### config.mk
export PLATFORM = sky130hd
export DESIGN_NAME = pipe_stage_skid
export DESIGN_NICKNAME = d
export VERILOG_FILES = /design/src/rtl/pipe_pkg.sv /design/src/rtl/sat_counter.sv /design/src/rtl/pipe_stage_skid.sv
export SDC_FILE = /design/constraint.sdc
export NUM_CORES = 1
export LEC_CHECK = 0
export ABC_AREA = 1
export BUFFER_PORTS_ARGS = -buffer_cell sky130_fd_sc_hd__buf_2
export CAP_MARGIN = 20
export CORE_MARGIN = 2
export CORE_UTILIZATION = 25
export CTS_BUF_LIST = sky130_fd_sc_hd__clkbuf_4
export CTS_CLUSTER_DIAMETER = 120
export DETAILED_ROUTE_END_ITERATION = 10
export MAX_ROUTING_LAYER = met4
export PLACE_DENSITY = 0.51
export SETUP_SLACK_MARGIN = 0.1
export SYNTH_ARGS = -nofsm -noshare
export SYNTH_HDL_FRONTEND = slang
export SYNTH_SLANG_ARGS = --single-unit
### constraint.sdc
create_clock -name clk -period 9.2 [get_ports clk]
set_input_delay 1.84 -clock clk [delete_from_list [all_inputs] [get_ports clk]]
set_output_delay 1.84 -clock clk [all_outputs]
set_load 0.01 [all_outputs]
### src/rtl/pipe_pkg.sv
// Shared definitions for the generic pipeline stage register.
//   pipe_state_t : occupancy of a skid stage (EMPTY, BUSY = main valid, FULL = main + skid valid)
//   PIPE_MEMWB_W : default payload width, the MEM/WB field sum
//   memwb_t      : MEM/WB field layout so stages can pack/unpack the opaque payload
package pipe_pkg;

   typedef enum logic [1:0] {
      EMPTY = 2'b00,
      BUSY  = 2'b01,
      FULL  = 2'b10
   } pipe_state_t;

   localparam int unsigned PIPE_MEMWB_W = 104;

   typedef struct packed {
      logic        RegWrite;
      logic [1:0]  ResultSrc;
      logic [31:0] ALUResult;
      logic [31:0] ReadData;
      logic [4:0]  Rd;
      logic [31:0] PCPlus4;
   } memwb_t;

endpackage

### src/rtl/sat_counter.sv
// Saturating up-counter for pipeline statistics.
//   clk   : clock
//   reset : asynchronous active-high reset, clears the count
//   inc   : increment request for this cycle
//   count : current value, sticks at all-ones
module sat_counter #(
   parameter int unsigned CNT_W = 32
) (
   input  logic             clk,
   input  logic             reset,
   input  logic             inc,
   output logic [CNT_W-1:0] count
);

   logic [CNT_W-1:0] count_q;

   always_ff @(posedge clk or posedge reset) begin
      if (reset) begin
         count_q <= '0;
      end else if (inc && (count_q != {CNT_W{1'b1}})) begin
         count_q <= count_q + 1'b1;
      end
   end

   assign count = count_q;

endmodule

### src/rtl/pipe_stage_skid.sv
// Generic pipeline stage register with a 2-entry skid buffer and synchronous flush.
// The payload is opaque; stages pack their fields into it (see pipe_pkg::memwb_t).
// in_ready comes straight from a flop, and the skid entry absorbs the beat that
// arrives in the cycle the downstream stalls, so full throughput is kept.
//
// Ports:
//   clk, reset         : clock, asynchronous active-high reset
//   flush              : synchronous squash of all held beats (highest priority)
//   in_valid/in_ready  : upstream handshake, in_ready registered
//   in_data            : upstream payload, DATA_W bits
//   out_valid/out_ready: downstream handshake
//   out_data           : downstream payload, direct register output
//   stall_cnt          : cycles with out_valid & !out_ready   (PIPE_STAT_EN only)
//   flush_cnt          : flushes that discarded held beats    (PIPE_STAT_EN only)
//
// Build option: define PIPE_STAT_EN to add the saturating statistic counters.
module pipe_stage_skid
   import pipe_pkg::*;
#(
   parameter int unsigned DATA_W        = PIPE_MEMWB_W,
   parameter bit          ZERO_ON_FLUSH = 1'b1,
   parameter int unsigned CNT_W         = 32
) (
   input  logic              clk,
   input  logic              reset,
   input  logic              flush,
   input  logic              in_valid,
   output logic              in_ready,
   input  logic [DATA_W-1:0] in_data,
   output logic              out_valid,
   input  logic              out_ready,
   output logic [DATA_W-1:0] out_data
`ifdef PIPE_STAT_EN
   ,
   output logic [CNT_W-1:0]  stall_cnt,
   output logic [CNT_W-1:0]  flush_cnt
`endif
);

   pipe_state_t       state_q;
   logic              in_ready_q;
   logic [DATA_W-1:0] main_q;
   logic [DATA_W-1:0] skid_q;

   logic in_xfer;
   logic out_xfer;

   assign out_valid = (state_q != EMPTY);
   assign in_ready  = in_ready_q;
   assign out_data  = main_q;

   assign in_xfer  = in_valid & in_ready_q;
   assign out_xfer = out_valid & out_ready;

   // in_ready_q is loaded with "next state is not FULL" alongside state_q.
   always_ff @(posedge clk or posedge reset) begin
      if (reset) begin
         state_q    <= EMPTY;
         in_ready_q <= 1'b1;
         main_q     <= '0;
         skid_q     <= '0;
      end else if (flush) begin
         // An in_xfer this cycle is consumed and dropped; an out_xfer has already completed.
         state_q    <= EMPTY;
         in_ready_q <= 1'b1;
         if (ZERO_ON_FLUSH) begin
            main_q <= '0;
            skid_q <= '0;
         end
      end else begin
         unique case (state_q)
            EMPTY: begin
               if (in_xfer) begin
                  main_q  <= in_data;
                  state_q <= BUSY;
               end
            end
            BUSY: begin
               if (in_xfer && out_xfer) begin
                  main_q <= in_data;
               end else if (in_xfer) begin
                  skid_q     <= in_data;
                  state_q    <= FULL;
                  in_ready_q <= 1'b0;
               end else if (out_xfer) begin
                  state_q <= EMPTY;
               end
            end
            FULL: begin
               if (out_xfer) begin
                  main_q     <= skid_q;
                  state_q    <= BUSY;
                  in_ready_q <= 1'b1;
               end
            end
            default: begin
               state_q    <= EMPTY;
               in_ready_q <= 1'b1;
            end
         endcase
      end
   end

`ifdef PIPE_STAT_EN
   sat_counter #(
      .CNT_W(CNT_W)
   ) u_stall_cnt (
      .clk  (clk),
      .reset(reset),
      .inc  (out_valid & ~out_ready),
      .count(stall_cnt)
   );

   sat_counter #(
      .CNT_W(CNT_W)
   ) u_flush_cnt (
      .clk  (clk),
      .reset(reset),
      .inc  (flush & (state_q != EMPTY)),
      .count(flush_cnt)
   );
`else
   // Counter width only matters when statistics are built in.
   if (CNT_W == 0) begin : g_no_stat
   end
`endif

endmodule

==> results.yml <==
status:
  outcome: "complete, no violations"
synth:
  synth.largest_area_cell: "dfrtp_1"
  syn_inst: 1191
  syn_area_um2: 9704
  synthXorXnorAreaFrac_pct: 0
  synth_mux_area_share_pct: 0
  synth-seq-cells: 211
  synth_top_cell_area_share_pct: 54.15
  netlist_top_cells_area: "dfrtp_1, nand3_1, o21ai_0"
  synth.most_common_cell: "nand2_1"
  synth-simple-area-share_pct: 22.49
  synth_fa_ha_area_share_pct: 0.6447
  ys_types: 18
  avgSynthCellArea_um2: 8.148
  ys_warn_count: 0
  synth-compound-area-share_pct: 13.46
  synth_edf_count: 0
  seq_area_frac_synth_pct: 54.42
  synth_top_family_by_area: "simple AND/OR/NAND/NOR gates"
  synth_common_cells: "nand2_1, nand3_1, dfrtp_1"
  ys.flop_type: "dfrtp_1"
  ys_async_sr_fraction_pct: 100.0
  synth_fp_nets: 1305
worst_setup_path:
  cp_cell_sequence: "buf_2 > inv_4 > buf_4 > nand2_1 > buf_4 > o21ai_0 > nand3_1 > nand2_1"
  worst-endpoint-required_ns: 9.90
  r2r_cells: 11
  critPathLaunchType: "input pin"
  crit_path_end_kind: "flip-flop"
  cp_top_family: "buffers and inverters"
  critPathArrivalTime_ns: 5.11
  cp_slowest_stage_delay_ns: 0.89
  r2r-start: "state_q[0]$_DFFE_PP0P_"
  reg2reg_slack_ns: 5.88
  cpMaxStageDelayCell: "buf_4"
  crit_fanout: 93
  path_class: "in2reg"
  startpoint: "flush"
  path_buf_inv: 4
  r2r_end: "out_data[28]$_DFFE_PP0P_"
timing:
  final_max_slew_viol_count: 0
  finalHoldViolCount: 0
  finalCritPeriodShare_pct: 47.94
  setup_tns_ns: 0
  skew_ns: 0.03310
  setup_viol_count_final: 0
  worst_pin_slew_ns: 0.9969
  fin_crit_ns: 4.410
  timing.final.ws_setup_ns: 4.790
  clock.fmax_mhz: 226.7
  rsz0062_at_grt: "false"
  slew_headroom_pct: 33.54
floorplan:
  io-pin-count: 215
  die_width_um: 201.0
  die_h_um: 201.0
  die_area_um2: 40410
  core-area_um2: 38470
  rows: 72
  start_util_pct: 25.23
finish:
  drive_above_1_share_pct: 23.45
  fin_cells: 1962
  area_growth_pct: 23.58
  nets: 1500
global_route:
  antenna_found_initial: 5
  grt_pass1_wl_um: 49060
  grt_max_degree: 105
  overflow: 0
  grt_pass1_vias: 8924
  track_usage_pct: 15.53
clock_network:
  root_buffer: "clkbuf_4"
  cts.sinks: 211
  cts-resized-gates: 0
  tritoncts: "yes"
  cts-htree-levels: 2
  clk_pin_slew_worst_paths_ns: 0.07
  ctsLongestPathBuffers: 3
  hold_buffers: 0
  cts_buffers: 61
  cts_setup_buffers: 0
  clkLatencyLatePin_ns: 0.79
placement:
  portBuffers: 214
  place_inst: 1839
  place_hpwl_um: 17220
  place_ws_ns: 3.970
  place_congestion: 0.7767
route:
  drt_iter0_markers: 408
  ant_nets: 0
  vias: 8842
  routedWlPerCell_um: 15.24
  drt-total-wl_um: 29900
  via_per_inst: 4.507
  firstDrtPassIters: 5
  drc: 0
power_and_ir_drop:
  power_density_nw_per_um2: 287.1
  ir_worst_vdd_mv: 0.1236
  leakage_nw: 6.008
hold_path:
  hold_path.class: "reg2reg"
  hold_end: "out_data[94]$_DFFE_PP0P_"
  whs_path_depth: 2
  min-delay-start: "out_data[94]$_DFFE_PP0P_"
job:
  drv_cap: 0
-- through the flow --
stage	hold WS, ns	cell area [um2]	utilization [%]	power, mW
4_1_cts	0.4703	11920	30.99	3.520
6_report	0.4642	11990	31.18	3.443
5_1_grt	0.4871	11990	31.17	3.732
3_3_place_gp	0.4503	11100	28.86	2.553
3_5_place_dp	0.4531	11100	28.86	2.561
2_1_floorplan	0.4735	9704	-	2.076
-- kinds of logic (layout without fill, tap and decap cells) --
kind of cell | count (synthesis) | count (layout)
buffers and inverters | 209 | 455
other | 0 | 7
adders and majority gates | 5 | 5
and+or+nand+nor | 505 | 505
AOI/OAI and AO/OA | 261 | 261
DFF | 211 | 211
-- routing by layer --
layer  vias up  global-route usage, %  part of all wire, %
li1       4321                      -                    -
met1      4200                  19.86                   46
met2       258                  23.71                   45
met3        63                  3.896                  6.0
met4         0                  5.794                  2.6
met5         -                      -                    0
-- worst max-delay path by stage --
| stage | slack [ns] | to | cells past startpoint |
|---|---|---|---|
| finish | 4.79 | out_data[69]$_DFFE_PP0P_ | 8 |
| global route | 4.52 | out_data[78]$_DFFE_PP0P_ | 8 |
| CTS | 4.81 | out_data[82]$_DFFE_PP0P_ | 8 |
| detailed placement | 3.97 | out_data[82]$_DFFE_PP0P_ | 8 |
| global placement | 4.07 | out_data[71]$_DFFE_PP0P_ | 8 |
| floorplan | 1.60 | out_data[0]$_DFFE_PP0P_ | 1 |
-- worst register-to-register path, cell delays in order, from the launching register on --
cell and delay, ns:
dfrtp_1 0.43, inv_1 0.16, ha_4 0.50, inv_1 0.09
nor2_1 0.11, nand2_1 0.08, nand2_2 0.09, nand2_4 0.27
nand2_4 0.47, buf_4 0.77, nand2_1 0.18, nand2_1 0.09
-- flip-flops by register name (all words and copies together), names as in the netlist --
name      count
in_ready      1
out_data    104
skid_q      104
state_q       2
-- layout by cell type, fill, tap and decap left out, drive strengths merged, types with 8 or more instances in the layout --
| master | n |
|---|---|
| o21ai | 209 |
| a21oi | 52 |
| clkinv | 19 |
| inv | 114 |
| dfrtp | 210 |
| nand2 | 282 |
| clkbuf | 94 |
| nand3 | 214 |
| buf | 226 |
| nor2 | 8 |
-- layout make-up --
cell class / instances / area (um2)
antenna: 7 / 17.52
clock buffer: 94 / 705.7
clock inverter: 20 / 112.6
fill: 4197 / 26470
inverter: 115 / 445.4
multi-input combinational: 771 / 3581
sequential: 211 / 5281
tap: 518 / 648.1
timing repair buffer: 226 / 1201
-- report_power, final --
part | switching [mW] | internal [mW] | total, mW | leakage, nW
combinational | 0.792 | 0.363 | 1.16 | 2.70
clock | 0.432 | 0.492 | 0.924 | 0.482
sequential | 0.152 | 1.21 | 1.36 | 2.83
total | 1.38 | 2.07 | 3.44 | 6.01
Note: power is estimated with default switching activity, not from simulation.
